### src/rtl/pc16_stack.sv
// pc16_stack: 16-bit program counter with an integrated return-address stack.
// Optional build macro PC16_HALT_ON_ERR_EN freezes all commands except clr after a stack error.
module pc16_stack #(
    parameter int          WIDTH        = 16,
    parameter int          DEPTH        = 8,
    parameter logic [15:0] RESET_VECTOR = 16'h0000
) (
    input  logic                     clk,
    input  logic                     rst_n,
    input  logic                     clr,
    input  logic                     load,
    input  logic                     inc,
    input  logic                     call,
    input  logic                     ret,
    input  logic [WIDTH-1:0]         in,
    output logic [WIDTH-1:0]         out,
    output logic [$clog2(DEPTH):0]   sp_count,
    output logic                     stack_empty,
    output logic                     stack_full,
    output logic                     stack_err
);

    localparam int AW  = $clog2(DEPTH);
    localparam int SPW = AW + 1;

    logic [WIDTH-1:0] r_pc;
    logic [SPW-1:0]   r_sp;
    logic             r_err;
    logic [WIDTH-1:0] r_stack [DEPTH];

    logic [WIDTH-1:0] w_pc_inc;
    logic [WIDTH-1:0] w_pc_nxt;
    logic [SPW-1:0]   w_sp_nxt;
    logic [SPW-1:0]   w_sp_m1;
    logic             w_err_nxt;
    logic             w_push;
    logic             w_empty;
    logic             w_full;
    logic             w_halt;
    logic [AW-1:0]    w_wr_idx;
    logic [AW-1:0]    w_rd_idx;

    // Next-sequential address, standing in for the upstream inc16 (wraps FFFF -> 0000).
    assign w_pc_inc = r_pc + 1'b1;

    assign w_empty  = (r_sp == '0);
    assign w_full   = (r_sp == SPW'(DEPTH));
    assign w_sp_m1  = r_sp - 1'b1;
    assign w_wr_idx = r_sp[AW-1:0];
    assign w_rd_idx = w_sp_m1[AW-1:0];

`ifdef PC16_HALT_ON_ERR_EN
    assign w_halt = r_err;
`else
    assign w_halt = 1'b0;
`endif

    // Priority: clr > ret > call > load > inc > hold.
    always_comb begin
        w_pc_nxt  = r_pc;
        w_sp_nxt  = r_sp;
        w_err_nxt = r_err;
        w_push    = 1'b0;
        if (clr) begin
            w_pc_nxt  = RESET_VECTOR;
            w_sp_nxt  = '0;
            w_err_nxt = 1'b0;
        end else if (!w_halt) begin
            if (ret) begin
                if (w_empty) begin
                    w_err_nxt = 1'b1;
                end else begin
                    w_pc_nxt = r_stack[w_rd_idx];
                    w_sp_nxt = w_sp_m1;
                end
            end else if (call) begin
                // An overflowing call still jumps; only the push is lost.
                w_pc_nxt = in;
                if (w_full) begin
                    w_err_nxt = 1'b1;
                end else begin
                    w_push   = 1'b1;
                    w_sp_nxt = r_sp + 1'b1;
                end
            end else if (load) begin
                w_pc_nxt = in;
            end else if (inc) begin
                w_pc_nxt = w_pc_inc;
            end
        end
    end

    always_ff @(posedge clk or negedge rst_n) begin
        if (!rst_n) begin
            r_pc  <= RESET_VECTOR;
            r_sp  <= '0;
            r_err <= 1'b0;
        end else begin
            r_pc  <= w_pc_nxt;
            r_sp  <= w_sp_nxt;
            r_err <= w_err_nxt;
        end
    end

    // Stack storage carries no reset; entries above the pointer are never read.
    always_ff @(posedge clk) begin
        if (w_push) begin
            r_stack[w_wr_idx] <= w_pc_inc;
        end
    end

    assign out         = r_pc;
    assign sp_count    = r_sp;
    assign stack_empty = w_empty;
    assign stack_full  = w_full;
    assign stack_err   = r_err;

endmodule

### config.mk
export PLATFORM = sky130hd
export DESIGN_NAME = pc16_stack
export DESIGN_NICKNAME = d
export VERILOG_FILES = /design/src/rtl/pc16_stack.sv
export SDC_FILE = /design/constraint.sdc
export NUM_CORES = 1
export LEC_CHECK = 0
export ABC_AREA = 0
export BUFFER_PORTS_ARGS = -buffer_cell sky130_fd_sc_hd__buf_2
export CAP_MARGIN = 0
export CELL_PAD_IN_SITES_DETAIL_PLACEMENT = 0
export CELL_PAD_IN_SITES_GLOBAL_PLACEMENT = 1
export CORE_ASPECT_RATIO = 0.9
export CORE_MARGIN = 1
export CORE_UTILIZATION = 53
export CTS_BUF_LIST = sky130_fd_sc_hd__clkbuf_8
export CTS_CLUSTER_SIZE = 14
export DETAILED_ROUTE_END_ITERATION = 16
export PLACE_DENSITY_LB_ADDON = 0.05
export SLEW_MARGIN = 10
export SYNTH_ARGS = -nofsm -noshare
export SYNTH_HDL_FRONTEND = slang
export SYNTH_SLANG_ARGS = --single-unit
### constraint.sdc
create_clock -name clk -period 4.14 [get_ports clk]
set_input_delay 0.621 -clock clk [delete_from_list [all_inputs] [get_ports clk]]
set_output_delay 0.621 -clock clk [all_outputs]
set_load 0.01 [all_outputs]
=== Word-level counts from Yosys, hierarchy flattened ===
Memory sizes are Yosys's and may differ from the RTL's.
Index checks and enable logic that the tools add are counted.

* Add/subtract/negate cells: 3
* Multiply operators: 0
* Divide/modulo/power cells: 0
* Order comparisons: 0
* Equality and inequality tests: 4
* Shift-type cells: 0
* Muxes and demuxes: 22
* Bitwise gates (word level): 0
* Reductions and logical operators: 7

{| class="wikitable"
|+ Operators by type and width
! operator !! number
|-
| two-way mux 16 bit || 6
|-
| two-way mux 4 bit || 5
|-
| adder 16 x 1 -> 16 bit (second input constant) || 1
|-
| two-way mux 1 bit || 11
|-
| != test 3 bit (second input constant) || 2
|-
| AND reduction 3 bit || 2
|-
| nonzero test 3 bit || 2
|-
| nonzero test 5 bit || 1
|-
| adder 4 x 1 -> 4 bit (second input constant) || 1
|-
| equality test 4 bit (second input constant) || 1
|-
| logical NOT 4 bit || 1
|-
| subtractor 4 x 1 -> 4 bit (second input constant) || 1
|-
| != test 3 x 2 -> 1 bit (second input constant) || 1
|-
| AND reduction 2 bit || 1
|}

* Bits in registers: 21
* Latch bits: 0
* RAM bits: 128
* ROM bits: 0
* Input bits: 23
* Logic and storage cells: 40
* Memories kept: 1

{| class="wikitable"
|+ Memories
! name !! words !! width !! read ports !! clocked after Yosys merged registers in !! wr ports !! RTL line !! RTL
|-
| r_stack || 8 || 16 || 1 || 0 || 1 || 29 || <nowiki>logic [WIDTH-1:0] r_stack [DEPTH];</nowiki>
|}

=== Longest topological paths before layout ===
Gate-level depths: netlist of run 1.

* Depth in word-level cells: 7
* Depth in mapped cells: 10

=== Worst setup path after synthesis of run 1 ===
No wires, ideal clock.

* Path kind: register -> register
* From: register r_sp[0], in the netlist sp_count[0]
* To: memory r_stack[1][0], enable pin
* Setup time: 0.409 ns
* Arrival: 2.812 ns
* Required time: 3.731 ns
* Slack: 0.919 ns
* Cell stages (with the launch flop): 9
* Path buffers: 2
* Cells stage by stage: dfrtp_1 > buf_2 > buf_2 > inv_1 > ha_1 > nor2b_1 > nand2_1 > nand4_1 > nor3_1

* Longest elaborated chain between the ends: 7

{| class="wikitable"
|+ Ends and longest elaborated chain
! element !! RTL line !! RTL
|-
| from (decl) || 27 || <nowiki>logic [SPW-1:0] r_sp;</nowiki>
|-
| from (signal assigned) || 100 || <nowiki>r_sp <= w_sp_nxt;</nowiki>
|-
| equality test 4 bit || 47 || <nowiki>assign w_full = (r_sp == SPW'(DEPTH));</nowiki>
|-
| two-way mux 1 bit || 79 || <nowiki>if (w_full) begin</nowiki>
|-
| two-way mux 1 bit || 76 || <nowiki>end else if (call) begin</nowiki>
|-
| two-way mux 1 bit || 69 || <nowiki>if (ret) begin</nowiki>
|-
| two-way mux 1 bit || 64 || <nowiki>if (clr) begin</nowiki>
|-
| two-way mux 1 bit || 107 || <nowiki>if (w_push) begin</nowiki>
|-
| two-way mux 1 bit (not written as such) || 108 || <nowiki>r_stack[w_wr_idx] <= w_pc_inc;</nowiki>
|-
| to (decl) || 29 ||
|}

Parallel ways exist; a longest one is shown, timed or not.

=== Worst setup path in the final report of run 1 ===
* From: register r_sp[1], in the netlist sp_count[1]
* To: memory r_stack[3][4], enable pin

The elaborated chain is that of the path after synthesis.

==> impl_metrics.ini, run 1 <==
[final_layout]
num-nets-final = 476
antenna_cells = 0
share_of_cells_above_drive_strength_1_pct = 28.14
postLayoutCellArea_mm2 = 0.007181
layout-area-overhead-vs-synth_pct = 12.20

[floorplanning]
die_h_um = 106.3
io-pin-count = 46
die_area_mm2 = 0.01252
initial_utilization_pct = 55.30
row_count = 37
core_region_area_mm2 = 0.01157
die_w_um = 117.8

[cts]
clock_insertion_delay_worst_skew_ps = 460
clkSinkCount = 149
cts.clk_slew.worst_paths_ps = 80
cts_tree = done
cts_buf_count = 17
cts_post_setup_buffers_inserted = 0
holdBufCountCts = 0
clock-root-buffer = sky130_fd_sc_hd__clkbuf_8
clock_path_buffers = 2
clock_tree.htree_level_count = 4
postCtsResizedCells = 0

[timing]
timing.clock.skew_ps = 12.31
tightestPinTransition_ps = 1261
report.final.setup_viol = 0
fmax_mhz = 353.7
final_hold_viol_count = 0
setup_slack_ps = 1313
maxSlewViolCount = 0
setup_tns_ps = 0
period_minus_slack_ps = 2827
max-slew-margin-rel_pct = 15.59
grt_setup_unrepaired = no
fin_crit_sh_pct = 68.28

[worst_setup_path]
critPathArrivalTime_ps = 2900
worstRegToRegCells = 6
path_class = reg -> reg
required_ps = 4210
crit_path_start = sp_count[1]$_DFFE_PN0P_
crit_end = r_stack[3][4]$_DFFE_PP_
critical_path.reg2reg.endpoint = r_stack[3][4]$_DFFE_PP_
rrSetupSlack_ps = 1310
endpoint_kind = flop
crit_path_max_fanout = 16
r2r_start = sp_count[1]$_DFFE_PN0P_
crit_path_start_kind = flop

[global_route]
global_route.overflow_total = 0
grt_start_max_net_pins = 39
grt_use_total_pct = 27.26
grt_antenna_before_repair = 0
grt_pass1_wl_mm = 23.70
first_global_vias = 3817

[yosys]
ys_ff_latch = 149
synth_largest_area_cell = sky130_fd_sc_hd__edfxtp_1
synth.cell_area_mm2 = 0.006400
count_of_different_cell_masters_after_synthesis = 47
seq_area_frac_synth_pct = 68.27
netlist_instances = 398
synthDominantCellAreaShare_pct = 60.06
yosys_warnings = 0
ys_async_sr_fraction_pct = 14.09
avgSynthCellArea_um2 = 16.08
synth_top_cells_by_area = sky130_fd_sc_hd__edfxtp_1, sky130_fd_sc_hd__mux4_2, sky130_fd_sc_hd__dfrtp_1, sky130_fd_sc_hd__nor2_1, sky130_fd_sc_hd__nand2_1
synth_top_flop_cell = sky130_fd_sc_hd__edfxtp_1
mappedNetlistNets = 425
synth-edff-count = 128

[detailed_routing]
post-route-drc-count = 0
drt_iter0_markers = 404
detailroute.via_count = 3844
drt-total-wl_mm = 15.64
viasPerCell = 6.220
route.detailed.wl_per_inst_um = 25.31
ant_nets = 0
firstDrtPassIters = 5

[power]
power_per_cell_area_mw_per_mm2 = 661.6
power.static_leakage_nw = 2.550
report.power.total_mw = 4.751
vdd_ir_drop_max_mv = 0.4001

[status]
status = complete, no violations

[placement]
detailed_place.area_mm2 = 0.006794
post-place-ws_ps = 1283
hpwlAfterDp_mm = 9.755
placement.io_buffers = 45
finalWeightedCongestion = 0.7887

[job]
max_cap_violations = 0

[min_path]
classification_of_the_worst_slack_hold_path = in -> async
## how the worst min path moves through the flow
stage | depth (start not counted) | endpoint | from | slack [ps]
after floorplan | 0 | out[0]$_DFFE_PN0P_ | rst_n | 330
after global placement | 2 | stack_err$_DFFE_PN0P_ | stack_err$_DFFE_PN0P_ | 490
after detailed placement | 2 | stack_err$_DFFE_PN0P_ | stack_err$_DFFE_PN0P_ | 490
after CTS | 1 | out[7]$_DFFE_PN0P_ | rst_n | 140
after global routing | 1 | sp_count[1]$_DFFE_PN0P_ | rst_n | 160
final | 1 | sp_count[3]$_DFFE_PN0P_ | rst_n | 140
## synthesized netlist by cell type (2+ instances only)
cell type and number:
sky130_fd_sc_hd__a21o_1 6, sky130_fd_sc_hd__a21oi_1 11, sky130_fd_sc_hd__a221o_1 5, sky130_fd_sc_hd__a221oi_1 3, sky130_fd_sc_hd__a22o_1 2, sky130_fd_sc_hd__a22oi_1 6
sky130_fd_sc_hd__a31oi_1 6, sky130_fd_sc_hd__and3_1 2, sky130_fd_sc_hd__and4_1 2, sky130_fd_sc_hd__buf_2 6, sky130_fd_sc_hd__buf_6 3, sky130_fd_sc_hd__clkbuf_1 11
sky130_fd_sc_hd__dfrtp_1 21, sky130_fd_sc_hd__edfxtp_1 128, sky130_fd_sc_hd__ha_1 4, sky130_fd_sc_hd__inv_1 7, sky130_fd_sc_hd__mux2_2 2, sky130_fd_sc_hd__mux2i_1 5
sky130_fd_sc_hd__mux4_2 32, sky130_fd_sc_hd__nand2_1 27, sky130_fd_sc_hd__nand2b_1 2, sky130_fd_sc_hd__nand3_1 6, sky130_fd_sc_hd__nand4_1 5, sky130_fd_sc_hd__nor2_1 38
sky130_fd_sc_hd__nor2b_1 3, sky130_fd_sc_hd__nor3_1 6, sky130_fd_sc_hd__o211ai_1 2, sky130_fd_sc_hd__o21ai_0 9, sky130_fd_sc_hd__or2_2 2, sky130_fd_sc_hd__or3_1 4
sky130_fd_sc_hd__xnor2_1 10, sky130_fd_sc_hd__xor2_1 7
## power by group
| group | switching, mW | total [mW] | leakage (nW) | internal (mW) |
|---|---|---|---|---|
| registers | 0.186 | 2.14 | 1.44 | 1.95 |
| clock network | 0.577 | 1.12 | 0.200 | 0.540 |
| logic | 0.900 | 1.49 | 0.912 | 0.594 |
## state kept, by name, summed over array words and instances (netlist names)
name,cells
stack_err,1
r_stack,128
sp_count,4
out,16
## logic make-up (layout without fill, tap and decap cells)
kind of cell    after synthesis  in the layout  share of synthesized area [%]
simple gates                103            103                          7.508
fa+ha+maj                     4              4                         0.7820
compound gates               58             58                          6.413
buf+inv                      27             91                          2.053
xor+xnor                     18             18                          2.581
flops                       149            149                          68.27
mux                          39             39                          12.39
## metal layers
metal  GRT usage (%)  part of all wire (%)
met5               0                     0
met4           8.333                   1.7
met1           38.98                    44
met3           6.813                   8.0
met2           41.60                    46
## through the flow
step / hold WS [ps] / utilization, % / std cells
2_1_floorplan: 325.4 / - / 398
3_3_place_gp: 490.8 / 58.70 / 586
3_5_place_dp: 485.2 / 58.70 / 586
4_1_cts: 142.0 / 62.04 / 618
5_1_grt: 156.1 / 62.04 / 618
6_report: 139.9 / 62.04 / 618
## cell type report
cell class                      instances  area [um^2]
Clock buffer                           17        234.0
Clock inverter                         15        152.6
Fill cell                             890         4393
Inverter                                7        26.28
Multi-Input combinational cell        222         1924
Sequential cell                       149         4370
Tap cell                              156        195.2
Timing Repair Buffer                   52        277.8
## worst max-delay path, stage by stage, from the launching register on
cell	delay, ps
sky130_fd_sc_hd__dfrtp_1	530
sky130_fd_sc_hd__inv_1	140
sky130_fd_sc_hd__ha_1	190
sky130_fd_sc_hd__nor2b_1	170
sky130_fd_sc_hd__nand2_1	140
sky130_fd_sc_hd__nand4_1	260
sky130_fd_sc_hd__nor2_2	990
## cell usage in the layout (no fill, tap or decap), types with 8 or more instances in the layout
cell                       netlist  routed
sky130_fd_sc_hd__a21oi_1        11      11
sky130_fd_sc_hd__nor2_1         38      32
sky130_fd_sc_hd__xnor2_1        10      10
sky130_fd_sc_hd__o21ai_0         9       9
sky130_fd_sc_hd__edfxtp_1      128     128
sky130_fd_sc_hd__dfrtp_1        21      20
sky130_fd_sc_hd__mux4_2         32      32
sky130_fd_sc_hd__nand2_1        27      27
sky130_fd_sc_hd__buf_2           6      45
sky130_fd_sc_hd__inv_1           7       8
sky130_fd_sc_hd__clkbuf_8        0      17
No activity file was read; power rests on OpenSTA's default activity.
==> inputs of run 2 (changes only) <==
Settings changed: ABC_AREA 0 to 1, CORE_UTILIZATION 53 to 49.
Clock period 4.14 ns to 2.9 ns, I/O delays scaled along.
==> run 2 against run 1 <==
- sequential cell count is the same
- synthesized cell count grew 74%
- utilization shrank 5.2 points
- routed wire length grew 13%
- sequential power grew 42%
- cell count grew 50%
- non-clock buffer count grew 9
- critical path type unchanged
- first-iteration DRC count shrank 4.5%
- design area grew 6.9%
- global-route usage shrank 1.3 points
- register-to-register slack lost 660 ps
==> impl_metrics.ini, run 2 <==
[yosys]
netlist_instances = 692
synth-edff-count = 128
synth.most_common_cell = sky130_fd_sc_hd__nand2_1
yosys_warnings = 0
seq_area_frac_synth_pct = 63.68
mappedNetlistNets = 719
netlist_top_cells_count = sky130_fd_sc_hd__nand2_1, sky130_fd_sc_hd__edfxtp_1, sky130_fd_sc_hd__nor2_1, sky130_fd_sc_hd__nand3_1, sky130_fd_sc_hd__inv_1
synth.cell_area_mm2 = 0.006862
ys_ff_latch = 149
synth_top_flop_cell = sky130_fd_sc_hd__edfxtp_1
synthDominantCellAreaShare_pct = 56.02
ys_async_sr_fraction_pct = 14.09
synth_largest_area_cell = sky130_fd_sc_hd__edfxtp_1
avgSynthCellArea_um2 = 9.916
count_of_different_cell_masters_after_synthesis = 31
synth_top_cells_by_area = sky130_fd_sc_hd__edfxtp_1, sky130_fd_sc_hd__nand2_1, sky130_fd_sc_hd__dfrtp_1, sky130_fd_sc_hd__nand3_1, sky130_fd_sc_hd__nor2_1

[final_layout]
max_ffs_per_register = 128
layout-area-overhead-vs-synth_pct = 11.85
leading_cell_types_in_the_layout_fill_and_taps_excluded = sky130_fd_sc_hd__nand2_1, sky130_fd_sc_hd__edfxtp_1, sky130_fd_sc_hd__nor2_1, sky130_fd_sc_hd__nand3_1, sky130_fd_sc_hd__buf_2
share_of_cells_above_drive_strength_1_pct = 15.34
most_common_library_cell_in_the_layout_ignoring_fill_and_taps = sky130_fd_sc_hd__nand2_1
num-nets-final = 770
largest-register = r_stack
antenna_cells = 0

[worst_setup_path]
required_ps = 3020
path_class = reg -> reg
r2r_start = sp_count[2]$_DFFE_PN0P_
crit_path_start = sp_count[2]$_DFFE_PN0P_
critPathArrivalTime_ps = 2360
path_cells = inv_1, nand3_1, nand2_1, nor2_1, nand2_1, nor2_1, buf_4
cell_with_the_biggest_individual_delay_on_the_critical_path = sky130_fd_sc_hd__dfrtp_1
cpLargestDelayFamily = simple AND/OR/NAND/NOR gates
crit_path_start_kind = flop
timing.critical_path.buf_inv = 2
crit_path_max_fanout = 16
critical_path.max_stage_delay_ps = 650
endpoint_kind = flop

[floorplanning]
core_region_area_mm2 = 0.01351
row_count = 40
die_area_mm2 = 0.01448
io-pin-count = 46
die_h_um = 114.3
die_w_um = 126.7
initial_utilization_pct = 50.78

[power]
vdd_ir_drop_max_mv = 0.4958
power.static_leakage_nw = 3.109
power_per_cell_area_mw_per_mm2 = 955.5

[detailed_routing]
route.detailed.wl_per_inst_um = 19.11
firstDrtPassIters = 7
drt-total-wl_mm = 17.66
detailroute.via_count = 5090
ant_nets = 0
drt_iter0_markers = 386
viasPerCell = 5.509
post-route-drc-count = 0

[cts]
clock_path_buffers = 2
clkSinkCount = 149
postCtsResizedCells = 0
clock_insertion_delay_worst_skew_ps = 460
cts.clk_slew.worst_paths_ps = 90
clock-root-buffer = sky130_fd_sc_hd__clkbuf_8
cts_tree = done
clock_tree.htree_level_count = 4
cts_buf_count = 17

[placement]
hpwlAfterDp_mm = 10.89
finalWeightedCongestion = 0.8356
placement.io_buffers = 45

[timing]
period_minus_slack_ps = 2243
report.final.setup_viol = 0
fin_crit_sh_pct = 77.33
fmax_mhz = 445.9
grt_setup_unrepaired = no
timing.clock.skew_ps = 18.15
maxSlewViolCount = 0
tightestPinTransition_ps = 802.6
final_hold_viol_count = 0
max-slew-margin-rel_pct = 46.49
setup_tns_ps = 0
hold_slack_ps = 236.3

[min_path]
classification_of_the_worst_slack_hold_path = in -> reg
hold_path.startpoint = clr

[global_route]
grt_pass1_wl_mm = 27.34
grt_antenna_before_repair = 0
grt_use_total_pct = 26.00
grt_start_max_net_pins = 69
first_global_vias = 4876
global_route.overflow_total = 0

[job]
max_cap_violations = 0

[status]
status = complete, no violations
[run 2: cell types whose count changed in the layout (fill, tap and decap cells not counted), moves of 6 or more]
cell,change
sky130_fd_sc_hd__a21oi_1,+14
sky130_fd_sc_hd__xnor2_1,-9
sky130_fd_sc_hd__inv_1,+25
sky130_fd_sc_hd__buf_4,+8
sky130_fd_sc_hd__nor2_1,+60
sky130_fd_sc_hd__mux4_2,-32
sky130_fd_sc_hd__a22oi_1,-6
sky130_fd_sc_hd__nand3_1,+83
sky130_fd_sc_hd__o21ai_0,+15
sky130_fd_sc_hd__nand2_1,+176
sky130_fd_sc_hd__a21o_1,-6
[run 2: power breakdown]
| group | total (mW) | switching [mW] | leakage, nW | internal [mW] |
|---|---|---|---|---|
| Sequential | 3.03 | 0.248 | 1.43 | 2.78 |
| Combinational | 2.71 | 1.91 | 1.49 | 0.793 |
| Clock | 1.60 | 0.830 | 0.192 | 0.767 |
[run 2: through the flow]
stage / worst slack, ps / std cells / utilization [%] / power [mW] / area [um^2]
5_1_grt: 513.1 / 924 / 56.80 / 7.782 / 7675
4_1_cts: 690.0 / 924 / 56.80 / 7.356 / 7675
3_3_place_gp: 778.4 / 891 / 53.85 / 5.742 / 7277
2_1_floorplan: 300.6 / 692 / - / 4.895 / 6872
3_5_place_dp: 730.8 / 891 / 53.85 / 5.767 / 7277
6_report: 657.4 / 924 / 56.80 / 7.334 / 7675
[run 2: layout make-up]
cell class	instances	area, um^2
well taps	168	210.2
repair buffers	61	347.8
fillers	1181	5838
flip-flops and latches	149	4370
clock buffers	17	234.0
clock inverters	15	153.9
inverters	38	150.1
multi-input cells	476	2208
[run 2: path summary, 6_finish.rpt]
| path | endpoint | slack, ps | depth (start not counted) |
|---|---|---|---|
| max | r_stack[5][9]$_DFFE_PP_ | 660 | 7 |
| min | stack_err$_DFFE_PN0P_ | 240 | 2 |
| max reg2reg | r_stack[5][9]$_DFFE_PP_ | 660 | 7 |
| min reg2reg | stack_err$_DFFE_PN0P_ | 560 | 2 |
| max in group asynchronous | sp_count[0]$_DFFE_PN0P_ | 1950 | 2 |
| min in group asynchronous | out[14]$_DFFE_PN0P_ | 510 | 2 |
[run 2: what timing repair did]
item	4_1_cts	5_1_grt
buffers inserted	0	0
hold endpoints to repair	21	0
hold buffers	1	0
[run 2: cell families after synthesis]
group | after synthesis | synth area share [%]
compound gates | 55 | 4.194
xor+xnor | 8 | 1.295
flops | 149 | 63.68
buf+inv | 67 | 4.358
simple gates | 409 | 25.75
fa+ha+maj | 4 | 0.7294
[run 2: routing by layer]
metal	global-route usage, %	routed length [um]	up-vias
li1	-	-	2432
met1	36.14	8091	2452
met2	40.59	8123	182
met3	6.075	1179	24
met4	8.651	268	0
met5	0	0	-
